$ cat src/rtl/seven_seg_pkg.sv
// Shared constants for the seven-segment scan driver: nibble width and
// active-low glyph patterns (bit6 = g ... bit0 = a).
package seven_seg_pkg;

  localparam int unsigned NIBBLE_W = 4;

  localparam logic [6:0] GLYPH_0     = 7'b1000000;
  localparam logic [6:0] GLYPH_1     = 7'b1111001;
  localparam logic [6:0] GLYPH_2     = 7'b0100100;
  localparam logic [6:0] GLYPH_3     = 7'b0110000;
  localparam logic [6:0] GLYPH_4     = 7'b0011001;
  localparam logic [6:0] GLYPH_5     = 7'b0010010;
  localparam logic [6:0] GLYPH_6     = 7'b0000010;
  localparam logic [6:0] GLYPH_7     = 7'b1111000;
  localparam logic [6:0] GLYPH_8     = 7'b0000000;
  localparam logic [6:0] GLYPH_9     = 7'b0010000;
  localparam logic [6:0] GLYPH_A     = 7'b0001000;
  localparam logic [6:0] GLYPH_B     = 7'b0000011;
  localparam logic [6:0] GLYPH_C     = 7'b1000110;
  localparam logic [6:0] GLYPH_D     = 7'b0100001;
  localparam logic [6:0] GLYPH_E     = 7'b0000110;
  localparam logic [6:0] GLYPH_F     = 7'b0001110;
  localparam logic [6:0] GLYPH_BLANK = 7'b1111111;

  function automatic logic [6:0] glyph_of(input logic [NIBBLE_W-1:0] n);
    case (n)
      4'h0:    return GLYPH_0;
      4'h1:    return GLYPH_1;
      4'h2:    return GLYPH_2;
      4'h3:    return GLYPH_3;
      4'h4:    return GLYPH_4;
      4'h5:    return GLYPH_5;
      4'h6:    return GLYPH_6;
      4'h7:    return GLYPH_7;
      4'h8:    return GLYPH_8;
      4'h9:    return GLYPH_9;
      4'hA:    return GLYPH_A;
      4'hB:    return GLYPH_B;
      4'hC:    return GLYPH_C;
      4'hD:    return GLYPH_D;
      4'hE:    return GLYPH_E;
      default: return GLYPH_F;
    endcase
  endfunction

endpackage

$ cat src/rtl/seven_seg_glyph.sv
// Nibble-to-glyph decoder; nibbles 10-15 decode only in hex mode.
module seven_seg_glyph
  import seven_seg_pkg::*;
(
  input  logic [NIBBLE_W-1:0] nibble,
  input  logic                hex_mode,
  input  logic                blank,
  output logic [6:0]          pattern
);

  always_comb begin
    pattern = GLYPH_BLANK;
    if (!blank && (hex_mode || (nibble < 4'd10)))
      pattern = glyph_of(nibble);
  end

endmodule

$ cat src/rtl/seven_seg_scan.sv
// Multiplexed common-anode seven-segment driver with double-buffered value,
// guard time, leading-zero blanking and per-digit blinking.
module seven_seg_scan
  import seven_seg_pkg::*;
#(
  parameter int unsigned NUM_DIGITS   = 4,
  parameter int unsigned SCAN_DIV     = 50000,
  parameter int unsigned GUARD        = 2,
  parameter int unsigned BLINK_FRAMES = 64
) (
  input  logic                         clk,
  input  logic                         reset,
  input  logic [NIBBLE_W*NUM_DIGITS-1:0] value,
  input  logic                         load,
  input  logic                         hex_mode,
  input  logic                         lz_blank,
  input  logic [NUM_DIGITS-1:0]        blink_mask,
  output logic [6:0]                   segments,
  output logic [NUM_DIGITS-1:0]        digit_en,
  output logic                         frame_done
);

  localparam int unsigned CW = $clog2(SCAN_DIV);
  localparam int unsigned IW = (NUM_DIGITS > 1) ? $clog2(NUM_DIGITS) : 1;
  localparam int unsigned FW = (BLINK_FRAMES > 1) ? $clog2(BLINK_FRAMES) : 1;
  localparam logic [CW-1:0] LAST_CNT = CW'(SCAN_DIV - 1);
  localparam logic [CW-1:0] GUARD_C  = CW'(GUARD);
  localparam logic [IW-1:0] LAST_IDX = IW'(NUM_DIGITS - 1);
  localparam logic [FW-1:0] LAST_FC  = FW'(BLINK_FRAMES - 1);

  logic [CW-1:0]                   cnt;
  logic [IW-1:0]                   idx;
  logic [FW-1:0]                   fc;
  logic                            phase;
  logic [NIBBLE_W*NUM_DIGITS-1:0]  display, pending;
  logic                            pending_valid;

  logic                  slot_end, frame_end;
  logic [NUM_DIGITS-1:0] hz;
  logic [NIBBLE_W-1:0]   nib;
  logic                  blank;
  logic [NUM_DIGITS-1:0] en_n;
  logic [6:0]            pattern;

  assign slot_end  = (cnt == LAST_CNT);
  assign frame_end = slot_end && (idx == LAST_IDX);

  // hz[k]: display nibbles k..NUM_DIGITS-1 are all zero
  always_comb begin
    hz    = '0;
    nib   = '0;
    blank = 1'b0;
    en_n  = '1;
    hz[NUM_DIGITS-1] = (display[NIBBLE_W*(NUM_DIGITS-1) +: NIBBLE_W] == '0);
    for (int unsigned k = NUM_DIGITS - 1; k > 0; k--)
      hz[k-1] = hz[k] && (display[NIBBLE_W*(k-1) +: NIBBLE_W] == '0);
    for (int unsigned k = 0; k < NUM_DIGITS; k++) begin
      if (idx == IW'(k)) begin
        nib     = display[NIBBLE_W*k +: NIBBLE_W];
        blank   = (lz_blank && (k != 0) && hz[k]) || (phase && blink_mask[k]);
        en_n[k] = 1'b0;
      end
    end
  end

  seven_seg_glyph u_glyph (
    .nibble   (nib),
    .hex_mode (hex_mode),
    .blank    (blank),
    .pattern  (pattern)
  );

  always_ff @(posedge clk) begin
    if (reset) begin
      cnt           <= '0;
      idx           <= '0;
      fc            <= '0;
      phase         <= 1'b0;
      display       <= '0;
      pending       <= '0;
      pending_valid <= 1'b0;
      segments      <= GLYPH_BLANK;
      digit_en      <= '1;
      frame_done    <= 1'b0;
    end else begin
      cnt <= slot_end ? '0 : cnt + 1'b1;
      if (slot_end)
        idx <= (idx == LAST_IDX) ? '0 : idx + 1'b1;
      if (frame_end) begin
        if (fc == LAST_FC) begin
          fc    <= '0;
          phase <= ~phase;
        end else begin
          fc <= fc + 1'b1;
        end
        if (pending_valid) begin
          display       <= pending;
          pending_valid <= 1'b0;
        end
      end
      // A load in the commit cycle wins pending and re-arms it for the next frame
      if (load) begin
        pending       <= value;
        pending_valid <= 1'b1;
      end
      frame_done <= frame_end;
      if (cnt >= GUARD_C) begin
        digit_en <= en_n;
        segments <= pattern;
      end else begin
        digit_en <= '1;
        segments <= GLYPH_BLANK;
      end
    end
  end

endmodule
$ cat config.mk
export PLATFORM = sky130hd
export DESIGN_NAME = seven_seg_scan
export DESIGN_NICKNAME = d
export VERILOG_FILES = /design/src/rtl/seven_seg_pkg.sv /design/src/rtl/seven_seg_glyph.sv /design/src/rtl/seven_seg_scan.sv
export SDC_FILE = /design/constraint.sdc
export NUM_CORES = 1
export LEC_CHECK = 0
export CAP_MARGIN = 20
export CORE_UTILIZATION = 67
export CTS_CLUSTER_DIAMETER = 120
export DETAILED_ROUTE_END_ITERATION = 10
export DONT_BUFFER_PORTS = 1
export GPL_ROUTABILITY_DRIVEN = 0
export HOLD_SLACK_MARGIN = 0.02
export PLACE_DENSITY_LB_ADDON = 0.15
export SLEW_MARGIN = 25
export SYNTH_ARGS = -nofsm -noshare
export SYNTH_HDL_FRONTEND = slang
export SYNTH_SLANG_ARGS = --single-unit
$ cat constraint.sdc
create_clock -name clk -period 7.2 [get_ports clk]
set_clock_uncertainty 0.15 [all_clocks]
set_input_delay 1.44 -clock clk [delete_from_list [all_inputs] [get_ports clk]]
set_output_delay 1.44 -clock clk [all_outputs]
set_load 0.01 [all_outputs]
==> flow_summary.json, run 1 <==
{
  "max_freq_mhz": 356,
  "ys_top_cells_by_count": "dfxtp_1 (70), nor2_1 (59), mux2i_1 (35)",
  "nets": 387,
  "die_width_um": 71.2,
  "slew_viol_final": 0,
  "max_slew_margin": 0.534,
  "synth_edf_count": 0,
  "grtUsageTotal": 0.259,
  "io-pin-count": 37,
  "hold_viol": 0,
  "ys_warn_count": 0,
  "cts_tree": "done",
  "end_kind": "flip-flop",
  "syn_to_final_growth_pct": 5.65,
  "drc_errors": 4,
  "synth_cell_type_count": 47,
  "grt_setup_unrepaired": "no",
  "die_area_um2": 5070,
  "worst_slew_pin_slew_ns": 0.698,
  "ir_worst_vdd_uv": 142,
  "grt_remaining_overflow": 0,
  "clock-sinks": 70,
  "drtAntennaViolNets": 0,
  "io_buffers": 0,
  "core_um2": 4470,
  "viasPerCell": 6.10,
  "cts.repair.resized": 0,
  "setup-violations-final": 0,
  "synth-async-reset-ratio": 0,
  "antenna-diode-count": 0,
  "drtPass1Iterations": 7,
  "setup_tns_ns": 0,
  "ys_ff_latch": 70,
  "pre_cts_ws_ns": 4.40,
  "hold_path_class": "reg2reg",
  "dr.first_iter.drc_count": 177,
  "syn_nets": 392,
  "vias": 2464,
  "cp.required_ns": 7.25,
  "antenna_found_initial": 0,
  "violations": "design-rule violations",
  "start_util": 0.718,
  "die_h_um": 71.2,
  "synthMuxAreaShare": 0.109,
  "htree_num_levels": 3,
  "outcome": "complete, but fails checks",
  "synth_top_family_by_area": "simple AND/OR/NAND/NOR gates",
  "detail_route.wl_per_cell_um": 14.5,
  "drive_gt1_frac": 0.0597,
  "synth-compound-area-share": 0.0931,
  "period_share": 0.391,
  "synth_fa_ha_area_frac": 0.0507,
  "finalCoreUtilization": 0.758,
  "netlist_instances": 354,
  "yosysTopAreaCellShare": 0.436,
  "cp_max_fo": 20,
  "synth_flop_cell": "dfxtp_1",
  "root_buffer": "clkbuf_8",
  "critPathKind": "reg2reg",
  "cts-buffers-inserted": 9,
  "yosysSeqAreaShare": 0.436,
  "insertion_delay_ns": 0.34,
  "dp_hpwl_mm": 4.04,
  "cap_violations": 0,
  "synth-xor-area-share": 0.0382,
  "yosysTopAreaCell": "dfxtp_1",
  "syn_area_per_cell_um2": 9.07,
  "clock_tree.buffer_depth": 2,
  "yosysMostFrequentCell": "dfxtp_1",
  "cellLeakagePower_nw": 1.40,
  "arrival_ns": 2.86,
  "grt_first_pass_wirelength_mm": 10.3,
  "grt_max_degree": 47,
  "num_rows": 24,
  "hold_buffers": 0,
  "path_clk_slew_ns": 0.07,
  "layout_setup_ws_ns": 4.39,
  "powerDensity_nw_per_um2": 217,
  "grt_pass1_vias": 2314,
  "wl_mm": 5.86,
  "synth_area_leaders": "dfxtp_1 (44%), mux2i_1 (11%), nor2_1 (6.9%)",
  "cts_setup_buffers": 0,
  "period_minus_slack_ns": 2.81,
  "yosys.area_share.simple": 0.236,
  "synth.cell_area_um2": 3210,
  "crit_path_start_kind": "flip-flop"
}
-- flip-flops by register name, summed over array words and instances, names as in the netlist --
register,cells
pending,16
frame_done,1
cnt,16
fc,6
digit_en,4
pending_valid,1
segments,7
idx,2
phase,1
display,16
-- cells in the final DEF, fill, tap and decap left out, drive strengths merged, types with 6 or more instances in the layout --
cell    Yosys  layout
inv        12      12
xnor2       7       7
ha         13      13
a21oi      15      15
mux2i      35      35
nand3      10      10
nor3        6       6
or3         6       6
clkbuf     12      13
nor2       59      59
nand2      29      29
dfxtp      70      70
xor2        7       7
nand4      10      10
-- area by class of cell --
type	instances	area [um^2]
Clock buffer	13	159
Clock inverter	1	30.0
Fill cell	332	1080
Inverter	12	45.0
Multi-Input combinational cell	256	1690
Sequential cell	70	1400
Tap cell	52	65.1
-- metal layers --
metal | global-route usage | wire length [um] | share of wire | vias to the layer above
li1 | - | - | - | 1221
met3 | 0.0506 | 274 | 0.047 | 8
met2 | 0.411 | 2730 | 0.47 | 67
met4 | 0.149 | 123 | 0.021 | 0
met1 | 0.330 | 2730 | 0.47 | 1168
met5 | 0 | 0 | 0 | -
-- power breakdown --
part | switching (W) | internal [W] | total [W]
clock network | 0.000132 | 0.000175 | 0.000308
logic | 0.00000950 | 0.0000105 | 0.0000200
registers | 0.00000852 | 0.000399 | 0.000408
-- final timing paths --
| check | from | end | cells past startpoint | slack [ns] |
|---|---|---|---|---|
| worst max register to register | idx[0] | segments[0] | 8 | 4.39 |
| worst min register to register | cnt[0] | cnt[0] | 1 | 0.32 |
| worst max-delay path | idx[0] | segments[0] | 8 | 4.39 |
| worst min-delay path | cnt[0] | cnt[0] | 1 | 0.32 |
-- critical path, stage by stage, from the launching register on --
cell	delay (ns)
dfxtp_1	0.35
ha_1	0.45
or3b_2	0.57
o211ai_1	0.21
inv_1	0.15
ha_1	0.25
or3_1	0.37
o221ai_1	0.07
nand3_1	0.09
-- through the flow --
step                instance area, um^2  total power, W  instances  hold slack [ns]
global route                       3390        0.000762        404            0.364
finish                             3390        0.000735        404            0.318
detailed placement                 3200        0.000437        390            0.306
CTS                                3390        0.000740        404            0.322
floorplan                          3210        0.000437        354            0.280
global placement                   3200        0.000436        390            0.297
-- kinds of logic after synthesis --
family	after synthesis
fa+ha+maj	13
flops	70
compound gates	44
simple gates	150
buf+inv	28
mux	35
xor+xnor	14
Power figures use the tool's default switching activity.
==> run 2: changes to the inputs <==
- CORE_UTILIZATION: 67 -> 56
- clock period: 7.2 -> 2.5 ns (I/O delays scaled with it)
==> run 2 against run 1 <==
The run now ends clean. First-iteration DRC count down 49%. Flip-flop and latch count unchanged. Via count up 0.12%. Global-route usage is 3.6 points lower. Clock power rose by 150%. Combinational power grew to 3.1 times the previous value. Worst hold slack worse by 0.24 ns. Register-to-register slack got worse by 4.3 ns. Fmax rose by 19%. Setup slack got worse by 4.3 ns. Total power rose to 2.7 times the previous value. Die area increased by 19%. Largest cell class unchanged. Largest power group unchanged. Highest routed layer unchanged.
==> flow_summary.json, run 2 (same netlist as run 1, synthesis figures left out) <==
{
  "outcome": "finished clean",
  "critPathKind": "reg2reg",
  "num_rows": 27,
  "start_util": 0.583,
  "max_freq_mhz": 423,
  "slew_viol_final": 0,
  "period_share": 0.946,
  "finalCoreUtilization": 0.645,
  "powerDensity_nw_per_um2": 560,
  "hold_path_depth": 1,
  "detail_route.wl_per_cell_um": 14.0,
  "cp_max_fo": 6,
  "rrSetupSlack_ns": 0.14,
  "antenna_found_initial": 0,
  "vias": 2467,
  "reg.largest.list": "cnt x16, display x16, pending x16",
  "drtPass1Iterations": 4,
  "wl_mm": 6.21,
  "htree_num_levels": 3,
  "die_h_um": 77.7,
  "die_area_um2": 6040,
  "root_buffer": "clkbuf_8",
  "clock_tree.buffer_depth": 2,
  "cts_tree": "done",
  "use_met3": 0.0671,
  "dr.first_iter.drc_count": 90,
  "setup-violations-final": 0,
  "dp_hpwl_mm": 4.41,
  "final_common_cell": "dfxtp_1",
  "p_sw_w": 0.000460,
  "max_slew_margin": 0.654,
  "drtAntennaViolNets": 0,
  "nets": 405,
  "cellLeakagePower_nw": 1.48,
  "syn_to_final_growth_pct": 10.7,
  "grt_remaining_overflow": 0,
  "clock_power_share": 0.379,
  "io-pin-count": 37,
  "arrival_ns": 2.44,
  "p_total_w": 0.00199,
  "combinationalPowerShare": 0.031,
  "worstHoldStart": "reset",
  "hold_path_class": "in2reg",
  "grtUsageTotal": 0.223,
  "crit_path_start_kind": "flip-flop",
  "drive_gt1_frac": 0.129,
  "grt_max_degree": 47,
  "busiest_layer": "met2",
  "period_minus_slack_ns": 2.36,
  "min_to": "pending[4]",
  "ir_worst_vdd_uv": 295,
  "gr-usage-met2": 0.360,
  "setup_tns_ns": 0,
  "drc_errors": 0,
  "p_seq_frac": 0.590,
  "reg2reg_from": "idx[0]",
  "mostFrequentLayoutCells": "dfxtp_1 (68), nor2_1 (59), mux2i_1 (34)",
  "cp.required_ns": 2.57,
  "hold_viol": 0,
  "grt_pass1_vias": 2336,
  "clock-sinks": 70,
  "path_clk_slew_ns": 0.07,
  "die_width_um": 77.7,
  "grt_first_pass_wirelength_mm": 10.6,
  "end_kind": "flip-flop",
  "core_um2": 5510,
  "setup.worst_path.start": "idx[0]",
  "grt_use_met1": 0.270,
  "worst_slew_pin_slew_ns": 0.515,
  "grt_setup_unrepaired": "no",
  "insertion_delay_ns": 0.34,
  "p_sw_frac": 0.231,
  "ff2ff_path_depth": 9,
  "antenna-diode-count": 0,
  "r2r_end": "segments[0]",
  "cap_violations": 0,
  "io_buffers": 0,
  "n_fill_cell": 482,
  "cts-buffers-inserted": 9,
  "p_int_w": 0.00153,
  "viasPerCell": 5.57
}
[run 2: power groups by stage]
stage / Clock [W] / Sequential (W) / Combinational [W]
5_1_grt: 0.000823 / 0.00118 / 0.0000721
3_3_place_gp: 0 / 0.00120 / 0.0000605
2_1_floorplan: 0 / 0.00119 / 0.0000645
3_5_place_dp: 0 / 0.00120 / 0.0000626
4_1_cts: 0.000779 / 0.00117 / 0.0000630
6_report: 0.000755 / 0.00117 / 0.0000620
[run 2: worst max-delay path by stage]
stage / depth (start not counted) / endpoint / slack [ns]
after global routing: 11 / segments[0] / 0.005
after floorplan: 10 / segments[0] / 0.03
after CTS: 9 / segments[0] / 0.04
after detailed placement: 9 / segments[0] / 0.05
final: 9 / segments[0] / 0.14
after global placement: 9 / segments[0] / 0.1
[run 2: timing repair]
action / CTS / global route
setup endpoints to repair: 0 / 7
hold buffers: 0 / 0
buffers inserted: 0 / 2
gates resized for setup: 0 / 10
[run 2: metal layers]
metal	wire, um	up-vias
met5	0	-
met4	136	0
met3	321	14
met2	2950	52
met1	2800	1139
li1	-	1262
[run 2: area by class of cell]
class                   count  area, um^2  area share
clock buffers              10         128      0.0359
well taps                  72        90.1      0.0254
clock inverters             5        27.5     0.00775
repair buffers             18         135      0.0380
inverters                  12        45.0      0.0127
multi-input cells         256        1720       0.485
flip-flops and latches     70        1400       0.395
[run 2: critical path, stage by stage, from the launching register on]
cell	delay (ns)
dfxtp_2	0.35
inv_2	0.09
ha_4	0.16
or3b_2	0.48
o211ai_1	0.14
inv_1	0.12
ha_1	0.23
or3_1	0.36
o221ai_1	0.07
nand3_1	0.09
[run 2: through the flow]
| stage | instance area, um^2 | hold slack [ns] | setup WS, ns | instances |
|---|---|---|---|---|
| after floorplan | 3210 | 0.280 | 0.0264 | 354 |
| after global placement | 3350 | 0.296 | 0.0989 | 426 |
| after detailed placement | 3350 | 0.306 | 0.0459 | 426 |
| after CTS | 3500 | 0.0582 | 0.0363 | 441 |
| after global routing | 3550 | 0.0484 | 0.00453 | 443 |
| final | 3550 | 0.0767 | 0.136 | 443 |
==> RTL change (settings of run 2) <==
Register the output `digit_en` once more; this adds one clock of latency there. The other outputs are not delayed to match.
--- a/src/rtl/seven_seg_scan.sv
+++ b/src/rtl/seven_seg_scan.sv
@@ -28,4 +28,6 @@
   localparam logic [IW-1:0] LAST_IDX = IW'(NUM_DIGITS - 1);
   localparam logic [FW-1:0] LAST_FC  = FW'(BLINK_FRAMES - 1);
+
+  logic [NUM_DIGITS-1:0] digit_en_s0;
 
   logic [CW-1:0]                   cnt;
@@ -81,5 +83,5 @@
       pending_valid <= 1'b0;
       segments      <= GLYPH_BLANK;
-      digit_en      <= '1;
+      digit_en_s0   <= '1;
       frame_done    <= 1'b0;
     end else begin
@@ -106,8 +108,8 @@
       frame_done <= frame_end;
       if (cnt >= GUARD_C) begin
-        digit_en <= en_n;
+        digit_en_s0 <= en_n;
         segments <= pattern;
       end else begin
-        digit_en <= '1;
+        digit_en_s0 <= '1;
         segments <= GLYPH_BLANK;
       end
@@ -115,3 +117,7 @@
   end
 
+  always_ff @(posedge clk) begin
+    digit_en <= digit_en_s0;
+  end
+
 endmodule
Check against the original RTL: not equivalent (Yosys sat finds a counterexample within 4 cycles, from zero or initial values and one cycle with reset high).
==> RTL change against run 2 <==
- cell area grew 1.6%
- sequential cell count grew 4
- synthesized area rose by 2.2%
- wire length increased by 2.7%
- setup slack improved by 21 ps
- critical path depth unchanged
- global-route usage grew 0.054 points
- power up 17%
- largest power group unchanged
- highest routed layer unchanged
==> RTL change: results (changes against run 2) <==
Synth cell types 46 (was 47); Setup CP Type flop to flop (unchanged); WL per Instance 14.0 microns (about the same); share of cells above drive strength 1 10.4% (was 12.9%); top area cells in the synthesized netlist dfxtp_1 (45%), nand2_1 (6.5%), mux2i_1 (5.8%), nor2_1 (5.4%), ha_1 (5.0%) (was dfxtp_1 (44%), mux2i_1 (11%), nor2_1 (6.9%), ha_1 (5.1%), nand2_1 (3.4%)); Finished Layout Cells 456 (was 443); CTS H-tree lvls 3 (unchanged); HPWL Detailed 4380 microns (was 4410 microns); Slew Limit Headroom 61.8% (was 65.4%); Mapped Nets 414 (was 392); cts bufs inserted 9 (unchanged); status complete, no violations (unchanged); dpl cells 441 (was 426); worst vdd rail ir drop 0.402 mV (was 0.295 mV); first-pass GRT wire length 10600 microns (about the same); Critical-path top delay cell dfxtp_2 (was or3b_2); routed vias/inst 5.60 (was 5.57); sequential share of the synthesized area 45.2% (was 43.6%); crit-path max cell delay 370 ps (was 480 ps); Synth async-reset ratio 0% (unchanged); most common library cells after synthesis dfxtp_1 (74), nand2_1 (57), nor2_1 (47), a21oi_1 (26), mux2i_1 (19) (was dfxtp_1 (70), nor2_1 (59), mux2i_1 (35), nand2_1 (29), a21oi_1 (15)); Total GRT Usage 22.3% (about the same); Synth Area per Inst 8.73 sq um (was 9.07 sq um); vias in the first global route 2327 (was 2336); Placement Cell Area 3360 sq um (was 3350 sq um); critical path fanouts, max 10 (was 6); post-route minimum period 2340 ps (was 2360 ps); flop2flop setup slack 160 ps (was 140 ps); static leakage 0.00137 uW (was 0.00148 uW); 1st-iter DRT viols 109 (was 90); r2r startpoint idx[1]$_SDFFE_PP0N_ (was idx[0]$_SDFFE_PP0N_); pin count of the biggest net entering global routing 46 (was 47); final net count 418 (was 405); Longest Clk Path Bufs 2 (unchanged); Sw Share 21.2% (was 23.1%)
## RTL change: cell count changes after synthesis, moves of 4 or more
cell,delta
buf_2,+6
nor2_1,-12
nand2_1,+28
a21oi_1,+11
mux2i_1,-16
dfxtp_1,+4
## RTL change: cells by family (layout without fill, tap and decap cells)
family | Yosys count | count (layout) | synth area share, %
buffers and inverters | 27 | 35 | 3.74
adders and majority gates | 13 | 13 | 4.96
muxes | 20 | 20 | 6.14
AOI/OAI and AO/OA | 50 | 50 | 9.73
DFF | 74 | 74 | 45.2
and+or+nand+nor | 174 | 174 | 25.5
xor gates and xnor gates | 18 | 18 | 4.81
## RTL change: cell type report
class / count / area, sq um
fillers: 489 / 1960
clock inverters: 4 / 76.3
inverters: 9 / 33.8
flip-flops and latches: 74 / 1480
repair buffers: 11 / 82.6
clock buffers: 11 / 141
well taps: 72 / 90.1
multi-input cells: 275 / 1700
## RTL change: repair_timing
action	4_1_cts	5_1_grt
setup endpoints to repair	0	5
endpoints found under the hold margin	0	0
hold buffers	0	0
resized for setup	0	9
## RTL change: power by group through the flow
| stage | logic [uW] | registers (uW) | clock network (uW) |
|---|---|---|---|
| final | 60.1 | 1240 | 1030 |
| after global routing | 68.2 | 1240 | 1100 |
| after detailed placement | 60.0 | 1270 | 0 |
| after global placement | 58.3 | 1270 | 0 |
| after floorplan | 65.8 | 1260 | 0 |
| after CTS | 60.5 | 1240 | 1050 |
## RTL change: per-stage QoR
step | total power, uW | setup WS [ps] | hold WS [ps] | utilization, %
2_1_floorplan | 1330 | 62.4 | 160 | -
3_3_place_gp | 1320 | 153 | 162 | 60.4
3_5_place_dp | 1330 | 71.0 | 165 | 60.4
4_1_cts | 2350 | 51.2 | 52.0 | 64.3
5_1_grt | 2410 | 4.65 | 39.9 | 64.8
6_report | 2320 | 156 | 61.5 | 64.8
## RTL change: path summary, 6_finish.rpt
| path | end | cells after the start |
|---|---|---|
| worst max-delay path | segments[0]$_SDFF_PP1_ | 9 |
| worst min-delay path | idx[0]$_SDFFE_PP0N_ | 1 |
| worst max register to register | segments[0]$_SDFF_PP1_ | 9 |
| worst min register to register | digit_en[3]$_DFF_P_ | 0 |
## RTL change: metal layers
metal / track usage (%) / part of all wire (%) / wire length [microns] / vias to the layer above
met1: 30.0 / 50 / 3210 / 1175
met4: 10.4 / 1.6 / 99 / 0
li1: - / - / - / 1305
met2: 32.3 / 43 / 2740 / 65
met5: 0 / 0 / 0 / -
met3: 7.09 / 5.1 / 326 / 10
## RTL change: worst max-delay path: cells and delay by family, from the launching register on
kind	cells	cell delay, ps
AO/OA/AOI/OAI	3	590
adder cells (fa/ha/maj)	2	480
AND/OR/NAND/NOR	2	470
flip-flops	1	370
buffers and inverters	2	190
